### src/rtl/cpu_pkg.sv
// rtl/cpu_pkg.sv - shared fetch sequencer types and constants
package cpu_pkg;

    typedef enum logic [1:0] {
        FETCH0 = 2'd0,
        FETCH1 = 2'd1,
        EXEC   = 2'd2,
        IRQ    = 2'd3
    } fetch_state_t;

    localparam logic [63:0] INSN_BYTES         = 64'd16;
    localparam logic [63:0] WORD_BYTES         = 64'd8;
    localparam logic [63:0] RESET_PC_DEFAULT   = 64'h0;
    localparam logic [63:0] IRQ_VECTOR_DEFAULT = 64'h100;

endpackage

### src/rtl/pc_next.sv
// rtl/pc_next.sv - next-PC select: return-from-interrupt over jump over sequential
module pc_next
    import cpu_pkg::*;
(
    input  logic [63:0] pc_i,
    input  logic [63:0] epc_i,
    input  logic        jump_i,
    input  logic [63:0] jump_target_i,
    input  logic        iret_i,
    output logic [63:0] pc_next_o
);

    always_comb begin
        pc_next_o = pc_i + INSN_BYTES;
        if (iret_i) begin
            pc_next_o = epc_i;
        end else if (jump_i) begin
            pc_next_o = jump_target_i;
        end
    end

endmodule

### src/rtl/fetch_unit.sv
// rtl/fetch_unit.sv - two-word instruction fetch sequencer with PC, redirects and interrupt entry
module fetch_unit
    import cpu_pkg::*;
#(
    parameter logic [63:0] RESET_PC   = RESET_PC_DEFAULT,
    parameter logic [63:0] IRQ_VECTOR = IRQ_VECTOR_DEFAULT
) (
    input  logic        clk,
    input  logic        rst,
    output logic [63:0] mem_addr,
    output logic        mem_rd,
    input  logic [63:0] mem_rdata,
    input  logic        mem_ready,
    input  logic        stall,
    input  logic        jump,
    input  logic [63:0] jump_target,
    input  logic        iret,
    input  logic        irq,
    output logic [63:0] opf8,
    output logic [63:0] opl8,
    output logic        exec,
    output logic [63:0] pc,
    output logic [63:0] retaddr,
    output logic [63:0] epc,
    output logic        ie
);

    fetch_state_t state_q;
    logic [63:0]  pc_q;
    logic [63:0]  epc_q;
    logic [63:0]  opf8_q;
    logic [63:0]  opl8_q;
    logic         ie_q;
    logic [63:0]  pc_d;
    logic         ie_d;

    pc_next u_pc_next (
        .pc_i          (pc_q),
        .epc_i         (epc_q),
        .jump_i        (jump),
        .jump_target_i (jump_target),
        .iret_i        (iret),
        .pc_next_o     (pc_d)
    );

    // iret re-enables interrupts early enough for a pending irq to be taken at this boundary
    assign ie_d = iret | ie_q;

    always_ff @(posedge clk or posedge rst) begin
        if (rst) begin
            state_q <= FETCH0;
            pc_q    <= RESET_PC;
            epc_q   <= 64'h0;
            opf8_q  <= 64'h0;
            opl8_q  <= 64'h0;
            ie_q    <= 1'b0;
        end else begin
            case (state_q)
                FETCH0: begin
                    if (mem_ready) begin
                        opf8_q  <= mem_rdata;
                        state_q <= FETCH1;
                    end
                end
                FETCH1: begin
                    if (mem_ready) begin
                        opl8_q  <= mem_rdata;
                        state_q <= EXEC;
                    end
                end
                EXEC: begin
                    if (!stall) begin
                        pc_q    <= pc_d;
                        ie_q    <= ie_d;
                        state_q <= (irq && ie_d) ? IRQ : FETCH0;
                    end
                end
                IRQ: begin
                    epc_q   <= pc_q;
                    pc_q    <= IRQ_VECTOR;
                    ie_q    <= 1'b0;
                    state_q <= FETCH0;
                end
                default: state_q <= FETCH0;
            endcase
        end
    end

    assign mem_rd   = (state_q == FETCH0) || (state_q == FETCH1);
    assign mem_addr = (state_q == FETCH1) ? (pc_q + WORD_BYTES) : pc_q;
    assign exec     = (state_q == EXEC);
    assign opf8     = opf8_q;
    assign opl8     = opl8_q;
    assign pc       = pc_q;
    assign retaddr  = pc_q + INSN_BYTES;
    assign epc      = epc_q;
    assign ie       = ie_q;

endmodule

### config.mk
export PLATFORM = sky130hd
export DESIGN_NAME = fetch_unit
export DESIGN_NICKNAME = d
export VERILOG_FILES = /design/src/rtl/cpu_pkg.sv /design/src/rtl/pc_next.sv /design/src/rtl/fetch_unit.sv
export SDC_FILE = /design/constraint.sdc
export NUM_CORES = 1
export LEC_CHECK = 0
export BUFFER_PORTS_ARGS = -buffer_cell sky130_fd_sc_hd__buf_4
export CAP_MARGIN = 20
export CORE_AREA = 5 5 199 201
export CTS_CLUSTER_DIAMETER = 80
export DETAILED_ROUTE_END_ITERATION = 10
export DIE_AREA = 0 0 204 206
export PLACE_DENSITY = 0.59
export RECOVER_POWER = 25
export SLEW_MARGIN = 40
export SYNTH_ARGS = -nofsm -noshare
export SYNTH_HDL_FRONTEND = slang
export SYNTH_SLANG_ARGS = --single-unit
### constraint.sdc
create_clock -name clk -period 8.5 [get_ports clk]
set_input_delay 0.425 -clock clk [delete_from_list [all_inputs] [get_ports clk]]
set_output_delay 0.425 -clock clk [all_outputs]
set_load 0.02 [all_outputs]
==> results.txt <==
Status -> complete, but fails checks
Violated checks -> max-capacitance violations, max-slew violations
Yosys top cell by area -> dfrtp_1
Synth warnings -> 0
Highest clock rate -> 253 MHz
Sequential cell area -> 6480 sq um
Setup ws final -> 4550 ps
Worst-Margin Slew -> 3380 ps
Hold Vio Cnt, Final -> 0
Clk buf depth -> 3
Flops & latches, synth -> 259
RSZ-0062 raised after global routing -> no
Clock transition at the registers of the reported paths -> 60 ps
Worst Setup Start Kind -> flop
Remaining Overflow, GRT -> 0
Core area -> 37400 sq um
CP Capture Type -> output pin
Vias/cell -> 5.51
Root Buffer -> clkbuf_16
DRC -> 0
Reg2Reg Depth -> 5
Die width -> 204 um
H-tree Lvls -> 1
Worst reg2reg endpoint -> pc[8]
Worst r2r src -> state_q[0]
# IOs -> 522
Rows -> 71
Max FO, Critical Path -> 11
Most common cell in the netlist -> dfrtp_1
Die area -> 42000 sq um
DRT antenna net count -> 0
EDFF count, synth -> 0
Synth Flop Type -> dfrtp_1
Yosys top cell area share -> 46.5%
Sequential area share after synthesis -> 46.5%
Max-cap violation count -> 1
DRT Pass-1 Iters -> 6
Die Height -> 206 um
Area grow syn2layout -> 34.4%
Min Clock Period, post-route -> 3950 ps
Commonest cells post-synth -> dfrtp_1, mux2_2, nand2_1, nor2_1, xnor2_1
Largest net degree at the start of global routing -> 108
Antenna violations before repair -> 4
Cts bufs inserted -> 31
Gate Count Post-Synth -> 1321
Multi-input gate area -> 6780 sq um
Worst EP arrival -> 3520 ps
Critical Path Sink -> retaddr[61]
R2R setup slack -> 5370 ps
Max VDD drop -> 0.217 mV
Post-CTS sizing -> 0
GRT Total Usage -> 26.8%
Mux cell area share after synthesis -> 14.8%
CTS tree -> done
Synth Area in Adders -> 0.180%
Largest family of logic cells by synthesized area -> multiplexers
Compound-Gate Fraction of Synth Area -> 11.3%
Final setup vio count -> 0
FFs w/ async S/R, synth -> 100%
Final HPWL DP -> 43400 um
Worst min-delay path category -> in2reg
DR iter-0 viols -> 808
Leakage power -> 8.59 nW
Period Utilization, post-route -> 46.4%
PwrDens -> 386 nW/um^2
Yosys cell types -> 69
Top cells by area, synth -> dfrtp_1, mux2_2, xnor2_1
Worst Path Required -> 8080 ps
DR WL/cell -> 25.5 um
Slew headroom -> -126%
Final wirelength -> 58600 um
Avg Cell Area, Syn -> 10.5 sq um
Fillers -> 3604
Clock sink total -> 259
Setup TNS Final -> 0 ps
Clock Skews -> 15.5 ps
Final net count -> 1901
Vias in the first global route -> 13100
Port bufs -> 521
CP Class -> reg2out
Post-Syn Area -> 13900 sq um
Synth Area in XOR/XNOR -> 7.48%
GPL Wtd Cong -> 0.896
First-pass GRT wire length -> 86700 um
Share of post-route cells with drive strength above 1 -> 38.9%
Syn Nets -> 1458
Clk Latency, worst-skew pair -> 570 ps
Starting Density -> 37.2%
Max-slew violation count -> 63
Post-synthesis simple-gate area fraction -> 14.6%
Crit path from -> pc[6]
Vias -> 12700
Dpl ws -> 5190 ps
==> worst max-delay path: stages (launching register included) <==
cell,delay [ps]
dfrtp_1,520
nand3_1,480
nor2_1,650
nand4_1,390
nor4_1,510
xnor2_1,210
buf_4,180
==> where the power goes <==
part           internal, mW  leakage [nW]  switching, mW
combinational          1.43          4.82           2.08
sequential             1.77          3.29          0.611
clock                 0.781         0.481          0.542
==> cell type report <==
type / count / area share [%]
diodes: 2 / 0.0267
clock buffers: 48 / 4.81
clock inverters: 5 / 0.455
inverters: 23 / 0.468
multi-input cells: 910 / 36.2
flip-flops and latches: 259 / 34.6
well taps: 511 / 3.42
repair buffers: 539 / 19.9
==> metrics by stage <==
| step | power, mW | cell area (sq um) | util (%) | std cells | hold WS (ps) |
|---|---|---|---|---|---|
| 2_1_floorplan | 4.34 | 13900 | - | 1321 | 575 |
| 3_3_place_gp | 6.10 | 18000 | 48.2 | 2238 | 489 |
| 3_5_place_dp | 6.14 | 18100 | 48.3 | 2240 | 494 |
| 4_1_cts | 7.50 | 19100 | 51.0 | 2293 | 3.76 |
| 5_1_grt | 7.59 | 18700 | 50.0 | 2296 | 70.3 |
| 6_report | 7.22 | 18700 | 50.0 | 2297 | 93.6 |
==> registers in the layout, summed over array words and instances (netlist names) <==
signal / flops
epc: 64
ie: 1
opf8: 64
opl8: 64
pc: 64
state_q: 2
==> worst min-delay path by stage <==
stage | startpoint | to | slack, ps | cells past startpoint
global route | mem_rdata[35] | opl8[35] | 70 | 2
finish | mem_rdata[58] | opl8[58] | 90 | 2
detailed placement | opl8[9] | opl8[9] | 490 | 1
CTS | rst | opl8[17] | 4 | 2
global placement | epc[43] | epc[43] | 490 | 2
floorplan | stall | state_q[1] | 580 | 2
==> layer usage <==
metal	track usage, %	up-vias	share of wire, %
met5	0.476	-	0.058
met4	8.52	4	3.5
met3	9.02	108	10
met2	44.4	601	48
met1	33.1	6305	38
li1	-	5635	-
==> timing repair <==
| item | CTS | global route |
|---|---|---|
| endpoints found under the setup margin | 0 | 0 |
| hold endpoints to repair | 0 | 26 |
| hold buffers | 0 | 1 |
| buffers inserted | 0 | 0 |
==> cell families (layout without fill, tap and decap cells) <==
family                   Yosys count  after routing
AO/OA/AOI/OAI                    229            229
other                              0              2
adder cells (fa/ha/maj)            2              2
buffers and inverters            152            615
XOR/XNOR                         119            119
AND/OR/NAND/NOR                  376            376
multiplexers                     184            184
flip-flops                       259            259
==> placed cells by master (no fill, tap or decap), types with 4 or more instances in the layout <==
cell	count
buf_4	434
or4_1	9
and2_1	5
a221oi_1	4
mux2i_1	7
a21oi_1	30
nand4_2	5
xor2_1	48
xnor2_1	71
o21ai_0	60
o211ai_1	12
a22oi_1	45
nor2_1	89
nor4_2	4
o31ai_1	6
a21o_1	5
and4_1	7
nor4_1	20
o311ai_0	8
clkbuf_1	110
dfrtp_1	259
mux2_2	177
a22o_1	12
nor4_4	4
inv_1	21
clkbuf_16	31
nand2b_1	5
o32a_1	9
nand2_1	88
nand3_1	40
or2_2	5
clkbuf_8	6
and3_1	8
nor3_1	24
nand4_1	37
a211o_1	10
Power figures use the tool's default switching activity.
